File: src/rtl/jcap_pkg.sv
`default_nettype none
// +----------------------------------------------------------------------+
// | jcap_pkg : shared types, widths and helpers for the capture block    |
// | Rev 1.0                                                              |
// +----------------------------------------------------------------------+
package jcap_pkg;

    localparam int BYTES_W = 20;

    typedef enum logic [2:0] {
        ST_IDLE      = 3'd0,
        ST_WAIT_SOF  = 3'd1,
        ST_PASS      = 3'd2,
        ST_WAIT_JPEG = 3'd3,
        ST_DONE      = 3'd4
    } jcap_state_t;

    function automatic logic [2:0] popcount4(input logic [3:0] k);
        return {2'b00, k[0]} + {2'b00, k[1]} + {2'b00, k[2]} + {2'b00, k[3]};
    endfunction

endpackage
`default_nettype wire

File: src/rtl/jcap_ctrl_if.sv
`default_nettype none
// +----------------------------------------------------------------------+
// | jcap_ctrl_if : register, pixel, encoder and status bundle            |
// | Rev 1.0                                                              |
// +----------------------------------------------------------------------+
interface jcap_ctrl_if
    import jcap_pkg::*;
#(
    parameter int XW    = 10,
    parameter int YW    = 10,
    parameter int PIX_W = 24
);
    logic               start_capture;
    logic [XW-1:0]      x_size_m1;
    logic [YW-1:0]      y_size_m1;
    logic               s_tvalid;
    logic               s_tready;
    logic [PIX_W-1:0]   s_tdata;
    logic               s_tuser;
    logic               s_tlast;
    logic               m_tvalid;
    logic               m_tready;
    logic [PIX_W-1:0]   m_tdata;
    logic               m_tuser;
    logic               m_tlast;
    logic               j_tvalid;
    logic               j_tready;
    logic               j_tlast;
    logic [3:0]         j_tkeep;
    logic               image_valid;
    logic [BYTES_W-1:0] image_size;
    logic               size_error;

    modport slave (
        input  start_capture, x_size_m1, y_size_m1,
        input  s_tvalid, s_tdata, s_tuser, s_tlast, m_tready,
        input  j_tvalid, j_tready, j_tlast, j_tkeep,
        output s_tready, m_tvalid, m_tdata, m_tuser, m_tlast,
        output image_valid, image_size, size_error
    );

    modport master (
        output start_capture, x_size_m1, y_size_m1,
        output s_tvalid, s_tdata, s_tuser, s_tlast, m_tready,
        output j_tvalid, j_tready, j_tlast, j_tkeep,
        input  s_tready, m_tvalid, m_tdata, m_tuser, m_tlast,
        input  image_valid, image_size, size_error
    );
endinterface
`default_nettype wire

File: src/rtl/jcap_bytecnt.sv
`default_nettype none
// +----------------------------------------------------------------------+
// | jcap_bytecnt : saturating accumulator of compressed-byte enables     |
// | Rev 1.0                                                              |
// +----------------------------------------------------------------------+
module jcap_bytecnt
    import jcap_pkg::*;
(
    input  wire logic               clk,
    input  wire logic               reset,
    input  wire logic               clear_i,
    input  wire logic               en_i,
    input  wire logic [3:0]         keep_i,
    output logic      [BYTES_W-1:0] count_o
);
    localparam int SUM_W = BYTES_W + 1;

    logic [BYTES_W-1:0] count_q;
    logic [BYTES_W-1:0] count_d;
    logic [SUM_W-1:0]   sum;

    always_comb begin
        sum     = {1'b0, count_q} + SUM_W'(popcount4(keep_i));
        count_d = count_q;
        if (clear_i) begin
            count_d = '0;
        end else if (en_i) begin
            // carry out of the top bit means we passed the all-ones ceiling
            count_d = sum[BYTES_W] ? '1 : sum[BYTES_W-1:0];
        end
    end

    always_ff @(posedge clk) begin
        if (reset) begin
            count_q <= '0;
        end else begin
            count_q <= count_d;
        end
    end

    assign count_o = count_q;

endmodule
`default_nettype wire

File: src/rtl/jcap_ctrl.sv
`default_nettype none
// +----------------------------------------------------------------------+
// | jcap_ctrl : gates one sensor frame into the encoder, sizes the output|
// | Rev 1.0                                                              |
// +----------------------------------------------------------------------+
module jcap_ctrl
    import jcap_pkg::*;
#(
    parameter int SENSOR_X_SIZE = 720,
    parameter int SENSOR_Y_SIZE = 720,
    parameter int PIX_W         = 24
)(
    input  wire logic  clk,
    input  wire logic  reset,
    jcap_ctrl_if.slave bus
);
    localparam int XW = $clog2(SENSOR_X_SIZE);
    localparam int YW = $clog2(SENSOR_Y_SIZE);

    jcap_state_t     state_q, state_d;
    logic [XW-1:0]   x_q, x_d, xm_q, xm_d;
    logic [YW-1:0]   y_q, y_d, ym_q, ym_d;
    logic            err_q, err_d;
    logic            jseen_q, jseen_d;
    logic            sready;
    logic            mvalid;
    logic [PIX_W-1:0] pix;

    logic start_ok;
    logic sof;
    logic pix_hs;
    logic x_end;
    logic y_end;
    logic j_fire;
    logic j_end;

    assign start_ok = bus.start_capture && (state_q == ST_IDLE || state_q == ST_DONE);
    assign sof      = bus.s_tvalid && bus.s_tuser;
    assign pix_hs   = bus.s_tvalid && bus.m_tready;
    assign x_end    = (x_q == xm_q);
    assign y_end    = (y_q == ym_q);
    assign j_fire   = bus.j_tvalid && bus.j_tready &&
                      (state_q == ST_PASS || state_q == ST_WAIT_JPEG);
    assign j_end    = j_fire && bus.j_tlast;

    always_comb begin
        state_d = state_q;
        x_d     = x_q;
        y_d     = y_q;
        xm_d    = xm_q;
        ym_d    = ym_q;
        err_d   = err_q;
        jseen_d = jseen_q || j_end;
        sready  = 1'b1;
        mvalid  = 1'b0;

        if (start_ok) begin
            xm_d    = bus.x_size_m1;
            ym_d    = bus.y_size_m1;
            x_d     = '0;
            y_d     = '0;
            err_d   = 1'b0;
            jseen_d = 1'b0;
        end

        case (state_q)
            ST_IDLE, ST_DONE: begin
                if (start_ok) state_d = ST_WAIT_SOF;
            end
            ST_WAIT_SOF: begin
                // hold the SOF beat upstream so it becomes the first forwarded pixel
                sready = !sof;
                if (sof) state_d = ST_PASS;
            end
            ST_PASS: begin
                mvalid = bus.s_tvalid;
                sready = bus.m_tready;
                if (pix_hs) begin
                    if (bus.s_tlast != x_end) err_d = 1'b1;
                    if (x_end) begin
                        x_d = '0;
                        y_d = y_q + 1'b1;
                    end else begin
                        x_d = x_q + 1'b1;
                    end
                    if (x_end && y_end) begin
                        state_d = (jseen_q || j_end) ? ST_DONE : ST_WAIT_JPEG;
                    end
                end
            end
            ST_WAIT_JPEG: begin
                if (j_end) state_d = ST_DONE;
            end
            default: state_d = ST_IDLE;
        endcase
    end

    always_ff @(posedge clk) begin
        if (reset) begin
            state_q <= ST_IDLE;
            x_q     <= '0;
            y_q     <= '0;
            xm_q    <= '0;
            ym_q    <= '0;
            err_q   <= 1'b0;
            jseen_q <= 1'b0;
        end else begin
            state_q <= state_d;
            x_q     <= x_d;
            y_q     <= y_d;
            xm_q    <= xm_d;
            ym_q    <= ym_d;
            err_q   <= err_d;
            jseen_q <= jseen_d;
        end
    end

    jcap_bytecnt u_bytecnt (
        .clk     (clk),
        .reset   (reset),
        .clear_i (start_ok),
        .en_i    (j_fire),
        .keep_i  (bus.j_tkeep),
        .count_o (bus.image_size)
    );

    assign pix             = bus.s_tdata;
    assign bus.m_tdata     = pix;
    assign bus.m_tuser     = bus.s_tuser;
    assign bus.m_tlast     = bus.s_tlast;
    assign bus.m_tvalid    = mvalid;
    assign bus.s_tready    = sready;
    assign bus.image_valid = (state_q == ST_DONE);
    assign bus.size_error  = err_q;

endmodule
`default_nettype wire

File: src/flat_wrapper.sv
// flat-port wrapper written by rule: the top's interface ports become plain ports
module jcap_ctrl_flat import jcap_pkg::*;
#(
    parameter int SENSOR_X_SIZE = 720,
    parameter int SENSOR_Y_SIZE = 720,
    parameter int PIX_W         = 24
)
  (clk, reset, bus_start_capture, bus_x_size_m1, bus_y_size_m1, bus_s_tvalid, bus_s_tdata, bus_s_tuser, bus_s_tlast, bus_m_tready, bus_j_tvalid, bus_j_tready, bus_j_tlast, bus_j_tkeep, bus_s_tready, bus_m_tvalid, bus_m_tdata, bus_m_tuser, bus_m_tlast, bus_image_valid, bus_image_size, bus_size_error);
  jcap_ctrl_if #(.XW((10)), .YW((10)), .PIX_W(PIX_W)) bus_i ();
  input  wire logic clk;
  input  wire logic reset;
  input wire logic [$bits(bus_i.start_capture)-1:0] bus_start_capture;
  input wire logic [$bits(bus_i.x_size_m1)-1:0] bus_x_size_m1;
  input wire logic [$bits(bus_i.y_size_m1)-1:0] bus_y_size_m1;
  input wire logic [$bits(bus_i.s_tvalid)-1:0] bus_s_tvalid;
  input wire logic [$bits(bus_i.s_tdata)-1:0] bus_s_tdata;
  input wire logic [$bits(bus_i.s_tuser)-1:0] bus_s_tuser;
  input wire logic [$bits(bus_i.s_tlast)-1:0] bus_s_tlast;
  input wire logic [$bits(bus_i.m_tready)-1:0] bus_m_tready;
  input wire logic [$bits(bus_i.j_tvalid)-1:0] bus_j_tvalid;
  input wire logic [$bits(bus_i.j_tready)-1:0] bus_j_tready;
  input wire logic [$bits(bus_i.j_tlast)-1:0] bus_j_tlast;
  input wire logic [$bits(bus_i.j_tkeep)-1:0] bus_j_tkeep;
  output wire logic [$bits(bus_i.s_tready)-1:0] bus_s_tready;
  output wire logic [$bits(bus_i.m_tvalid)-1:0] bus_m_tvalid;
  output wire logic [$bits(bus_i.m_tdata)-1:0] bus_m_tdata;
  output wire logic [$bits(bus_i.m_tuser)-1:0] bus_m_tuser;
  output wire logic [$bits(bus_i.m_tlast)-1:0] bus_m_tlast;
  output wire logic [$bits(bus_i.image_valid)-1:0] bus_image_valid;
  output wire logic [$bits(bus_i.image_size)-1:0] bus_image_size;
  output wire logic [$bits(bus_i.size_error)-1:0] bus_size_error;
  assign bus_i.start_capture = bus_start_capture;
  assign bus_i.x_size_m1 = bus_x_size_m1;
  assign bus_i.y_size_m1 = bus_y_size_m1;
  assign bus_i.s_tvalid = bus_s_tvalid;
  assign bus_i.s_tdata = bus_s_tdata;
  assign bus_i.s_tuser = bus_s_tuser;
  assign bus_i.s_tlast = bus_s_tlast;
  assign bus_i.m_tready = bus_m_tready;
  assign bus_i.j_tvalid = bus_j_tvalid;
  assign bus_i.j_tready = bus_j_tready;
  assign bus_i.j_tlast = bus_j_tlast;
  assign bus_i.j_tkeep = bus_j_tkeep;
  assign bus_s_tready = bus_i.s_tready;
  assign bus_m_tvalid = bus_i.m_tvalid;
  assign bus_m_tdata = bus_i.m_tdata;
  assign bus_m_tuser = bus_i.m_tuser;
  assign bus_m_tlast = bus_i.m_tlast;
  assign bus_image_valid = bus_i.image_valid;
  assign bus_image_size = bus_i.image_size;
  assign bus_size_error = bus_i.size_error;
  jcap_ctrl #(.SENSOR_X_SIZE(SENSOR_X_SIZE), .SENSOR_Y_SIZE(SENSOR_Y_SIZE), .PIX_W(PIX_W)) u_core (.clk(clk), .reset(reset), .bus(bus_i));
endmodule
File: config.mk
export PLATFORM = sky130hd
export DESIGN_NAME = jcap_ctrl_flat
export DESIGN_NICKNAME = d
export VERILOG_FILES = /design/src/rtl/jcap_pkg.sv /design/src/rtl/jcap_ctrl_if.sv /design/src/rtl/jcap_bytecnt.sv /design/src/rtl/jcap_ctrl.sv /design/src/flat_wrapper.sv
export SDC_FILE = /design/constraint.sdc
export NUM_CORES = 1
export LEC_CHECK = 0
export CAP_MARGIN = 0
export CORE_UTILIZATION = 36
export DETAILED_ROUTE_END_ITERATION = 10
export GPL_ROUTABILITY_DRIVEN = 0
export SLEW_MARGIN = 20
export SYNTH_ARGS = -nofsm -noshare
export SYNTH_HDL_FRONTEND = slang
export SYNTH_SLANG_ARGS = --single-unit
File: constraint.sdc
create_clock -name clk -period 8.67 [get_ports clk]
set_input_delay 1.734 -clock clk [delete_from_list [all_inputs] [get_ports clk]]
set_output_delay 1.734 -clock clk [all_outputs]
set_load 0.01 [all_outputs]
# Word-level counts from Yosys, hierarchy flattened
# Cells that the tools add are included.
# word_totals
elab_cells	63
reg_bits	65
in_bits	58
out_inout_bits	50
# classes
muxes	22
eq_ne	12
n_addsub	6
n_reduce_logical	15
# ops
cell	n
two-way mux 10 bit	8
adder 20 x 3 -> 21 bit	1
adder 10 x 1 -> 10 bit (second input constant)	2
equality test 10 bit	2
two-way mux 20 bit	1
two-way mux 3 bit	6
one-hot mux 3 bit (4 select lines)	1
inequality test 2 x 1 -> 1 bit (second input constant)	4
logical AND 1 bit	7
adder 3 x 1 -> 3 bit	2
equality test 3 x 2 -> 1 bit (second input constant)	2
two-way mux 1 bit	5
AND reduction 5 bit	1
OR reduction 2 bit	2
equality test 3 x 1 -> 1 bit (second input constant)	1
equality test 3 bit (second input constant)	1
zero test 3 bit	1
logical OR 1 bit	3
adder 1 x 1 -> 2 bit	1
inequality test 2 bit (second input constant)	1
one-hot mux 1 bit (2 select lines)	1
zero test 1 bit	1
inequality test 1 bit	1

# Longest topological paths before layout
# Gate-level depths: netlist of run 1.
# depth
depth_word	9
depth_mapped	12
depth_no_buf	12

# By module
# Synthesis of run 1 repeated with hierarchy kept, for this count alone.
# unflattened
cells_unflattened	435
area_unflattened_um2	3568.4
# modules_own_cells
mod	area_each_um2	seq_area_each_um2	cells_each	n_inst
jcap_ctrl	2458.6	900.9	307	1
jcap_bytecnt	1109.8	400.4	128	1

# Worst setup path after synthesis of run 1
# OpenSTA, ideal clock, no wires.
# synth_timing
kind	in2reg
from	in bus_j_tkeep[0]
to	reg u_core.u_bytecnt.count_q[8] (netlist: u_core.u_bytecnt.count_o[8])
required_ns	8.599
setup_ns	0.071
t_arrival_ns	4.087
path_stages	12
slack_ns	4.512
path_buffers	0
path_cell_list	ha_1 inv_1 fa_1 inv_1 ha_1 inv_1 fa_1 nor2b_1 o21ai_2 or3_2 xor2_1 a21oi_1
# synth_via
elab_chain_len	5
# synth_rtl
element	line	source
start: declaration	flat_wrapper.sv:23	input wire logic [$bits(bus_i.j_tkeep)-1:0] bus_j_tkeep;
adder 1 x 1 -> 2 bit	jcap_pkg.sv:19	return {2'b00, k[0]} + {2'b00, k[1]} + {2'b00, k[2]} + {2'b00, k[3]};
adder 3 x 1 -> 3 bit (2 in a row)	jcap_pkg.sv:19	
adder 20 x 3 -> 21 bit	jcap_bytecnt.sv:23	sum = {1'b0, count_q} + SUM_W'(popcount4(keep_i));
two-way mux 20 bit	jcap_bytecnt.sv:29	count_d = sum[BYTES_W] ? '1 : sum[BYTES_W-1:0];
end signal: assignment	jcap_bytecnt.sv:37	count_q <= count_d;
end: declaration	jcap_bytecnt.sv:18	logic [BYTES_W-1:0] count_q;
# No other way between the ends.
# A chain may end at the register's enable or synchronous reset.

# Worst setup path in the final report of run 1
# layout_timing
from	in bus_s_tvalid
to	out bus_s_tready
# layout_via
elab_chain_len	3
# layout_rtl
element	line	source
start: declaration	flat_wrapper.sv:15	input wire logic [$bits(bus_i.s_tvalid)-1:0] bus_s_tvalid;
logical AND 1 bit	jcap_ctrl.sv:38	assign sof = bus.s_tvalid && bus.s_tuser;
zero test 1 bit	jcap_ctrl.sv:72	sready = !sof;
one-hot mux 1 bit (2 select lines)	jcap_ctrl.sv:66	case (state_q)
end: declaration	flat_wrapper.sv:24	output wire logic [$bits(bus_i.s_tready)-1:0] bus_s_tready;
# No other way between the ends.

==> flow_results.xml, run 1 <==
<?xml version="1.0" encoding="UTF-8"?>
<metrics>
  <group name="floorplan">
    <metric name="effective_utilization_at_floorplan" unit="%">37.1</metric>
    <metric name="floorplan.die.height" unit="um">102</metric>
    <metric name="chipWidth" unit="um">102</metric>
    <metric name="ioPinCount" unit="">108</metric>
    <metric name="die_area" unit="mm2">0.0104</metric>
    <metric name="fp-row-count" unit="">36</metric>
    <metric name="placeableCoreArea" unit="mm2">0.00973</metric>
  </group>
  <group name="job">
    <metric name="max-cap-violations" unit="">0</metric>
  </group>
  <group name="setup_path">
    <metric name="critPathCaptureType" unit="">output pin</metric>
    <metric name="crit_path_top_delay_cell" unit="">sky130_fd_sc_hd__clkdlybuf4s50_1</metric>
    <metric name="cp-start-kind" unit="">primary input</metric>
    <metric name="critical_path.reg2reg.startpoint" unit="">u_core.state_q[0]</metric>
    <metric name="worst_path_largest_cell_delay" unit="ps">570</metric>
    <metric name="path_cells" unit="">clkdlybuf4s50_1 &gt; and4b_1 &gt; o21ai_0 &gt; clkdlybuf4s50_1</metric>
    <metric name="crit_path_frequent_cell" unit="">sky130_fd_sc_hd__clkdlybuf4s50_1</metric>
    <metric name="critPathMaxFanout" unit="">5</metric>
    <metric name="worst_path_dominant_cell_family" unit="">buffers and inverters</metric>
    <metric name="crit_buf_inv" unit="">2</metric>
    <metric name="timing_worst_setup_path_type" unit="">primary input to output pin</metric>
    <metric name="worstPathRequired" unit="ps">6940</metric>
    <metric name="worst_setup_path_startpoint" unit="">bus_s_tvalid</metric>
    <metric name="cp_data_arrival_time" unit="ps">3150</metric>
  </group>
  <group name="routing">
    <metric name="vias_per_cell" unit="">4.98</metric>
    <metric name="antenna_violating_nets_post_route" unit="">0</metric>
    <metric name="remaining_drc_errors" unit="">0</metric>
    <metric name="overall_routed_net_length" unit="um">8190</metric>
    <metric name="drt_pre_antenna_iters" unit="">4</metric>
    <metric name="routed_wire_length_per_instance" unit="um">13.4</metric>
    <metric name="detail_route.iter0.violations" unit="">97</metric>
    <metric name="num_vias" unit="">3041</metric>
  </group>
  <group name="timing">
    <metric name="transition_time_at_the_pin_with_the_least_slew_margin" unit="ps">727</metric>
    <metric name="timing.final.crit_period" unit="ps">4880</metric>
    <metric name="holdWs" unit="ps">471</metric>
    <metric name="fin_worst_skew" unit="ps">14.8</metric>
    <metric name="fin_setup_tns" unit="ps">0</metric>
    <metric name="final-hold-violation-count" unit="">0</metric>
    <metric name="timing.final.max_slew_violations" unit="">0</metric>
    <metric name="fmaxAchievable" unit="MHz">205</metric>
    <metric name="fin_crit_sh" unit="%">56.3</metric>
    <metric name="setup_viol" unit="">0</metric>
    <metric name="slew_headroom" unit="%">51.4</metric>
    <metric name="grt_setup_unrepaired" unit="">false</metric>
  </group>
  <group name="final_layout">
    <metric name="final_layout_net_count" unit="">540</metric>
    <metric name="most_frequent_cells_in_the_layout" unit="">sky130_fd_sc_hd__nand2_1, sky130_fd_sc_hd__dfxtp_1, sky130_fd_sc_hd__clkdlybuf4s50_1</metric>
    <metric name="finish.utilization" unit="%">44.1</metric>
    <metric name="diodes" unit="">0</metric>
    <metric name="layout-drive-gt1-share" unit="%">7.95</metric>
    <metric name="layout.cell_area.non_filler" unit="mm2">0.00429</metric>
    <metric name="final_common_cell" unit="">sky130_fd_sc_hd__nand2_1</metric>
    <metric name="layout-area-overhead-vs-synth" unit="%">19.0</metric>
    <metric name="layout.filler_cells" unit="">1001</metric>
    <metric name="multi_input_area" unit="mm2">0.00198</metric>
    <metric name="sequential_cell_area" unit="mm2">0.00130</metric>
  </group>
  <group name="clock_network">
    <metric name="cts_num_sinks" unit="">65</metric>
    <metric name="ctsLongestPathBuffers" unit="">2</metric>
    <metric name="cts_buffers" unit="">9</metric>
    <metric name="cts_htree_levels" unit="">3</metric>
    <metric name="post_cts_hold_buffer_count" unit="">0</metric>
    <metric name="path_clk_slew" unit="ps">80</metric>
    <metric name="postCtsSetupRepairBufs" unit="">0</metric>
    <metric name="cts_tree" unit="">done</metric>
    <metric name="root_buffer" unit="">sky130_fd_sc_hd__clkbuf_8</metric>
    <metric name="cts.repair.resized" unit="">0</metric>
    <metric name="clk_latency" unit="ps">350</metric>
  </group>
  <group name="grt">
    <metric name="groute.usage.overall" unit="%">16.6</metric>
    <metric name="first_global_vias" unit="">2917</metric>
    <metric name="globalRouteOverflowTotal" unit="">0</metric>
    <metric name="grt_max_degree" unit="">34</metric>
    <metric name="grt_first_pass_wirelength" unit="um">13600</metric>
    <metric name="grt_antenna_before_repair" unit="">0</metric>
  </group>
  <group name="logic_synthesis">
    <metric name="synth-edff-count" unit="">0</metric>
    <metric name="syn_area_per_cell" unit="um2">8.12</metric>
    <metric name="netlist_instances" unit="">444</metric>
    <metric name="ys_types" unit="">56</metric>
    <metric name="synth_flop_cell" unit="">sky130_fd_sc_hd__dfxtp_1</metric>
    <metric name="synth-async-reset-ratio" unit="%">0</metric>
    <metric name="synth.yosys.warnings" unit="">0</metric>
    <metric name="synthesis.nets" unit="">511</metric>
    <metric name="ys_seq_area_share" unit="%">36.1</metric>
    <metric name="yosys_register_bits" unit="">65</metric>
    <metric name="synth.cell_area" unit="mm2">0.00361</metric>
  </group>
  <group name="placed_design">
    <metric name="dp_hpwl" unit="um">5960</metric>
    <metric name="port-buffer-count" unit="">59</metric>
    <metric name="dpl-instance-area" unit="mm2">0.00411</metric>
  </group>
  <group name="hold_path">
    <metric name="hold_path_startpoint" unit="">u_core.xm_q[8]</metric>
    <metric name="hp-class" unit="">register to register</metric>
  </group>
  <group name="power">
    <metric name="leakage" unit="nW">1.58</metric>
    <metric name="cellPowerDensity" unit="mW/mm2">187</metric>
    <metric name="worst_ir_drop_on_vdd" unit="V">0.0000971</metric>
  </group>
  <group name="status">
    <metric name="status" unit="">finished clean</metric>
  </group>
</metrics>
-- cell type report --
| cell class | instances | area share (%) |
|---|---|---|
| Multi-Input combinational cell | 322 | 46.2 |
| Sequential cell | 65 | 30.3 |
| Timing Repair Buffer | 61 | 14.1 |
| Tap cell | 133 | 3.88 |
| Clock buffer | 9 | 2.89 |
| Clock inverter | 7 | 1.40 |
| Inverter | 14 | 1.22 |
-- per-layer routing --
metal | share of wire, % | GRT usage (%) | vias to the layer above
met4 | 1.4 | 4.95 | 0
li1 | - | - | 1584
met3 | 3.5 | 3.90 | 10
met1 | 48 | 21.5 | 1395
met2 | 47 | 27.5 | 52
met5 | 0 | 0 | -
-- worst reg2reg max path: cells and delay by family (launching register included) --
family / cells / cell delay (ps)
and+or+nand+nor: 3 / 1710
AOI/OAI and AO/OA: 1 / 330
DFF: 1 / 470
-- sequential cells by signal, summed over array words and instances, names as in the netlist --
register / cells
u_core.y_q: 10
u_core.state_q: 3
u_core.jseen_q: 1
u_core.xm_q: 10
u_core.bus.size_error: 1
u_core.u_bytecnt.count_o: 20
u_core.ym_q: 10
u_core.x_q: 10
-- path summary, 6_finish.rpt --
check,end,slack (ps),cells after the start
setup / recovery,bus_s_tready,3790,4
hold reg to reg,u_core.xm_q[8],470,2
setup reg to reg,u_core.x_q[7],6060,4
hold / removal,u_core.xm_q[8],470,2
-- cells by family after synthesis --
kind of cell / count (synthesis) / synth area share, %
AOI/OAI and AO/OA: 96 / 16.3
xor gates and xnor gates: 33 / 8.01
adders and majority gates: 9 / 3.54
buffers and inverters: 57 / 9.09
DFF: 65 / 36.1
muxes: 4 / 1.11
and+or+nand+nor: 180 / 25.9
-- per-stage QoR --
stage | cells | power (mW) | worst slack (ps)
5_1_grt | 611 | 0.850 | 3690
3_5_place_dp | 595 | 0.566 | 3800
4_1_cts | 611 | 0.813 | 3790
3_3_place_gp | 595 | 0.562 | 3830
2_1_floorplan | 444 | 0.509 | 4510
6_report | 611 | 0.801 | 3790
-- where the power goes --
part	switching [mW]	internal [mW]	total, mW
Clock	0.135	0.109	0.244
Combinational	0.119	0.0860	0.205
Sequential	0.0297	0.322	0.352
Total	0.284	0.517	0.801
-- cells in the mapped netlist, types with 4 or more instances --
library cell	n	area, um2
sky130_fd_sc_hd__a31oi_1	7	43.8
sky130_fd_sc_hd__a21oi_1	42	210
sky130_fd_sc_hd__and3_1	10	62.6
sky130_fd_sc_hd__xor2_1	17	149
sky130_fd_sc_hd__nand2_1	69	259
sky130_fd_sc_hd__clkbuf_1	13	48.8
sky130_fd_sc_hd__xnor2_1	16	140
sky130_fd_sc_hd__nor3_1	12	60.1
sky130_fd_sc_hd__dfxtp_1	65	1300
sky130_fd_sc_hd__nor2_1	24	90.1
sky130_fd_sc_hd__nand3_1	18	90.1
sky130_fd_sc_hd__nor4_1	4	25.0
sky130_fd_sc_hd__nand4_1	6	37.5
sky130_fd_sc_hd__mux2i_1	4	40.0
sky130_fd_sc_hd__or3_1	5	31.3
sky130_fd_sc_hd__inv_1	14	52.6
sky130_fd_sc_hd__buf_4	26	195
sky130_fd_sc_hd__or2_2	4	25.0
sky130_fd_sc_hd__ha_1	7	87.6
sky130_fd_sc_hd__a21o_1	7	52.6
sky130_fd_sc_hd__nor3b_1	5	37.5
sky130_fd_sc_hd__o21ai_0	19	95.1
Note: power is estimated with default switching activity, not from simulation.
==> run 2: changes to the inputs <==
PLACE_DENSITY = 0.66   (was unset)
clock period = 4 ns   (was 8.67 ns; I/O delays follow)
==> run 2 against run 1 <==
Routed wire length down 2.4%. Power up 120%. Combinational power up 120%. Setup slack worse by 3300 ps. Final area up 0.58%. Critical path depth up 9.
==> flow_results.xml, run 2 (synthesized netlist as in run 1, its figures left out) <==
<?xml version="1.0" encoding="UTF-8"?>
<metrics>
  <group name="routing">
    <metric name="num_vias" unit="">3075</metric>
    <metric name="overall_routed_net_length" unit="um">7990</metric>
    <metric name="vias_per_cell" unit="">5.02</metric>
    <metric name="routed_wire_length_per_instance" unit="um">13.1</metric>
    <metric name="drt_pre_antenna_iters" unit="">4</metric>
    <metric name="antenna_violating_nets_post_route" unit="">0</metric>
    <metric name="detail_route.iter0.violations" unit="">120</metric>
    <metric name="remaining_drc_errors" unit="">0</metric>
  </group>
  <group name="power">
    <metric name="combPwrFrac" unit="%">25.4</metric>
    <metric name="power_switching" unit="mW">0.568</metric>
    <metric name="leakage" unit="nW">1.60</metric>
    <metric name="worst_ir_drop_on_vdd" unit="V">0.000139</metric>
    <metric name="share_seq_of_total_power" unit="%">43.4</metric>
    <metric name="cellPowerDensity" unit="mW/mm2">407</metric>
    <metric name="switching_share" unit="%">32.3</metric>
    <metric name="internal_power" unit="mW">1.19</metric>
    <metric name="clock_network_fraction_of_design_power" unit="%">31.2</metric>
  </group>
  <group name="timing">
    <metric name="fin_crit_sh" unit="%">87.5</metric>
    <metric name="slew_headroom" unit="%">57.3</metric>
    <metric name="timing.final.crit_period" unit="ps">3500</metric>
    <metric name="fin_worst_skew" unit="ps">8.16</metric>
    <metric name="fin_setup_tns" unit="ps">0</metric>
    <metric name="setup_viol" unit="">0</metric>
    <metric name="transition_time_at_the_pin_with_the_least_slew_margin" unit="ps">641</metric>
    <metric name="final-hold-violation-count" unit="">0</metric>
    <metric name="grt_setup_unrepaired" unit="">false</metric>
    <metric name="timing.final.max_slew_violations" unit="">0</metric>
    <metric name="fmaxAchievable" unit="MHz">286</metric>
  </group>
  <group name="grt">
    <metric name="globalRouteOverflowTotal" unit="">0</metric>
    <metric name="groute.usage.overall" unit="%">16.2</metric>
    <metric name="grt_max_degree" unit="">32</metric>
    <metric name="grt_first_pass_wirelength" unit="um">13500</metric>
    <metric name="grt_antenna_before_repair" unit="">0</metric>
    <metric name="first_global_vias" unit="">3039</metric>
  </group>
  <group name="final_layout">
    <metric name="layout-drive-gt1-share" unit="%">8.14</metric>
    <metric name="most_frequent_cells_in_the_layout" unit="">sky130_fd_sc_hd__nand2_1, sky130_fd_sc_hd__dfxtp_1, sky130_fd_sc_hd__clkdlybuf4s50_1</metric>
    <metric name="finish.utilization" unit="%">44.4</metric>
    <metric name="diodes" unit="">0</metric>
    <metric name="layout.cell_area.non_filler" unit="mm2">0.00432</metric>
    <metric name="layout.filler_cells" unit="">993</metric>
    <metric name="final-instance-count-excl-fill" unit="">612</metric>
    <metric name="sequential_cell_area" unit="mm2">0.00130</metric>
    <metric name="largest_reg_flops" unit="">20</metric>
    <metric name="final_layout_net_count" unit="">542</metric>
    <metric name="layout-area-overhead-vs-synth" unit="%">19.7</metric>
    <metric name="multi_input_area" unit="mm2">0.00198</metric>
    <metric name="final_common_cell" unit="">sky130_fd_sc_hd__nand2_1</metric>
  </group>
  <group name="setup_path">
    <metric name="cp_data_arrival_time" unit="ps">3780</metric>
    <metric name="critPathMaxFanout" unit="">11</metric>
    <metric name="worstPathRequired" unit="ps">4280</metric>
    <metric name="path_cells" unit="">clkdlybuf4s50_1 &gt; ha_1 &gt; inv_1 &gt; fa_1 &gt; inv_1 &gt; ha_1 &gt; inv_1 &gt; fa_1 &gt; nor2b_1 &gt; o21ai_2 &gt; or3_4 &gt; nand2_1 &gt; o221a_1</metric>
    <metric name="timing_worst_setup_path_type" unit="">primary input to register</metric>
    <metric name="critPathCaptureType" unit="">register</metric>
    <metric name="crit_path_frequent_cell" unit="">sky130_fd_sc_hd__inv_1</metric>
    <metric name="worst_path_largest_cell_delay" unit="ps">480</metric>
    <metric name="cp-start-kind" unit="">primary input</metric>
    <metric name="r2r_slack" unit="ps">1590</metric>
    <metric name="crit_path_top_delay_cell" unit="">sky130_fd_sc_hd__or3_4</metric>
  </group>
  <group name="floorplan">
    <metric name="ioPinCount" unit="">108</metric>
    <metric name="fp-row-count" unit="">36</metric>
    <metric name="placeableCoreArea" unit="mm2">0.00973</metric>
    <metric name="effective_utilization_at_floorplan" unit="%">37.1</metric>
    <metric name="floorplan.die.height" unit="um">102</metric>
    <metric name="chipWidth" unit="um">102</metric>
    <metric name="die_area" unit="mm2">0.0104</metric>
  </group>
  <group name="clock_network">
    <metric name="root_buffer" unit="">sky130_fd_sc_hd__clkbuf_8</metric>
    <metric name="postCtsSetupRepairBufs" unit="">0</metric>
    <metric name="cts.repair.resized" unit="">0</metric>
    <metric name="cts_num_sinks" unit="">65</metric>
    <metric name="cts_buffers" unit="">9</metric>
    <metric name="post_cts_hold_buffer_count" unit="">0</metric>
    <metric name="cts_htree_levels" unit="">3</metric>
    <metric name="ctsLongestPathBuffers" unit="">2</metric>
    <metric name="path_clk_slew" unit="ps">70</metric>
    <metric name="clk_latency" unit="ps">330</metric>
    <metric name="cts_tree" unit="">done</metric>
  </group>
  <group name="status">
    <metric name="status" unit="">finished clean</metric>
  </group>
  <group name="placed_design">
    <metric name="dp_hpwl" unit="um">5880</metric>
    <metric name="port-buffer-count" unit="">59</metric>
    <metric name="dpl-instance-area" unit="mm2">0.00412</metric>
    <metric name="place_inst" unit="">597</metric>
  </group>
  <group name="job">
    <metric name="max-cap-violations" unit="">0</metric>
  </group>
  <group name="hold_path">
    <metric name="hp-class" unit="">register to register</metric>
  </group>
</metrics>
## run 2: changes by cell type in the layout (fill, tap and decap cells not counted), sizes merged
cell | previous run | this run
bufinv | 0 | 1
clkinvlp | 3 | 1
buf | 2 | 4
clkinv | 0 | 3
inv | 18 | 14
clkbuf | 9 | 10
## run 2: final timing paths
check / startpoint / to / cells after the start
worst max-delay path: bus_j_tkeep[0] / u_core.u_bytecnt.count_o[13] / 13
worst min-delay path: u_core.xm_q[8] / u_core.xm_q[8] / 2
worst max register to register: u_core.state_q[1] / u_core.y_q[3] / 5
worst min register to register: u_core.xm_q[8] / u_core.xm_q[8] / 2
## run 2: critical path: cells and delay by family
kind	cells	cell delay, ps
fa+ha+maj	4	1240
simple gates	3	830
buf+inv	4	590
compound gates	2	310
## run 2: metal layers
layer	vias up	part of all wire, %	routed length (um)	GRT usage, %
li1	1579	-	-	-
met5	-	0	0	0
met3	15	3.3	261	3.49
met4	0	1.4	112	6.15
met2	41	49	3920	27.9
met1	1440	46	3690	19.8
## run 2: final cells by class
class | instances | share of cell area, %
sequential | 65 | 30.1
inverter | 14 | 1.22
clock buffer | 10 | 3.19
timing repair buffer | 63 | 14.4
clock inverter | 5 | 1.30
tap | 133 | 3.85
multi-input combinational | 322 | 45.9
## run 2: through the flow
stage	setup WS, ps	total power, mW	hold slack (ps)
2_1_floorplan	776	1.10	448
3_3_place_gp	234	1.21	459
6_report	501	1.76	468
3_5_place_dp	161	1.22	461
5_1_grt	323	1.87	486
4_1_cts	519	1.78	472
## run 2: power groups by stage
stage                     Clock (mW)  Combinational (mW)  Sequential [mW]
final                          0.549               0.446            0.762
after global routing           0.599               0.501            0.772
after CTS                      0.567               0.447            0.763
after detailed placement           0               0.445            0.778
after global placement             0               0.436            0.775
after floorplan                    0               0.359            0.745
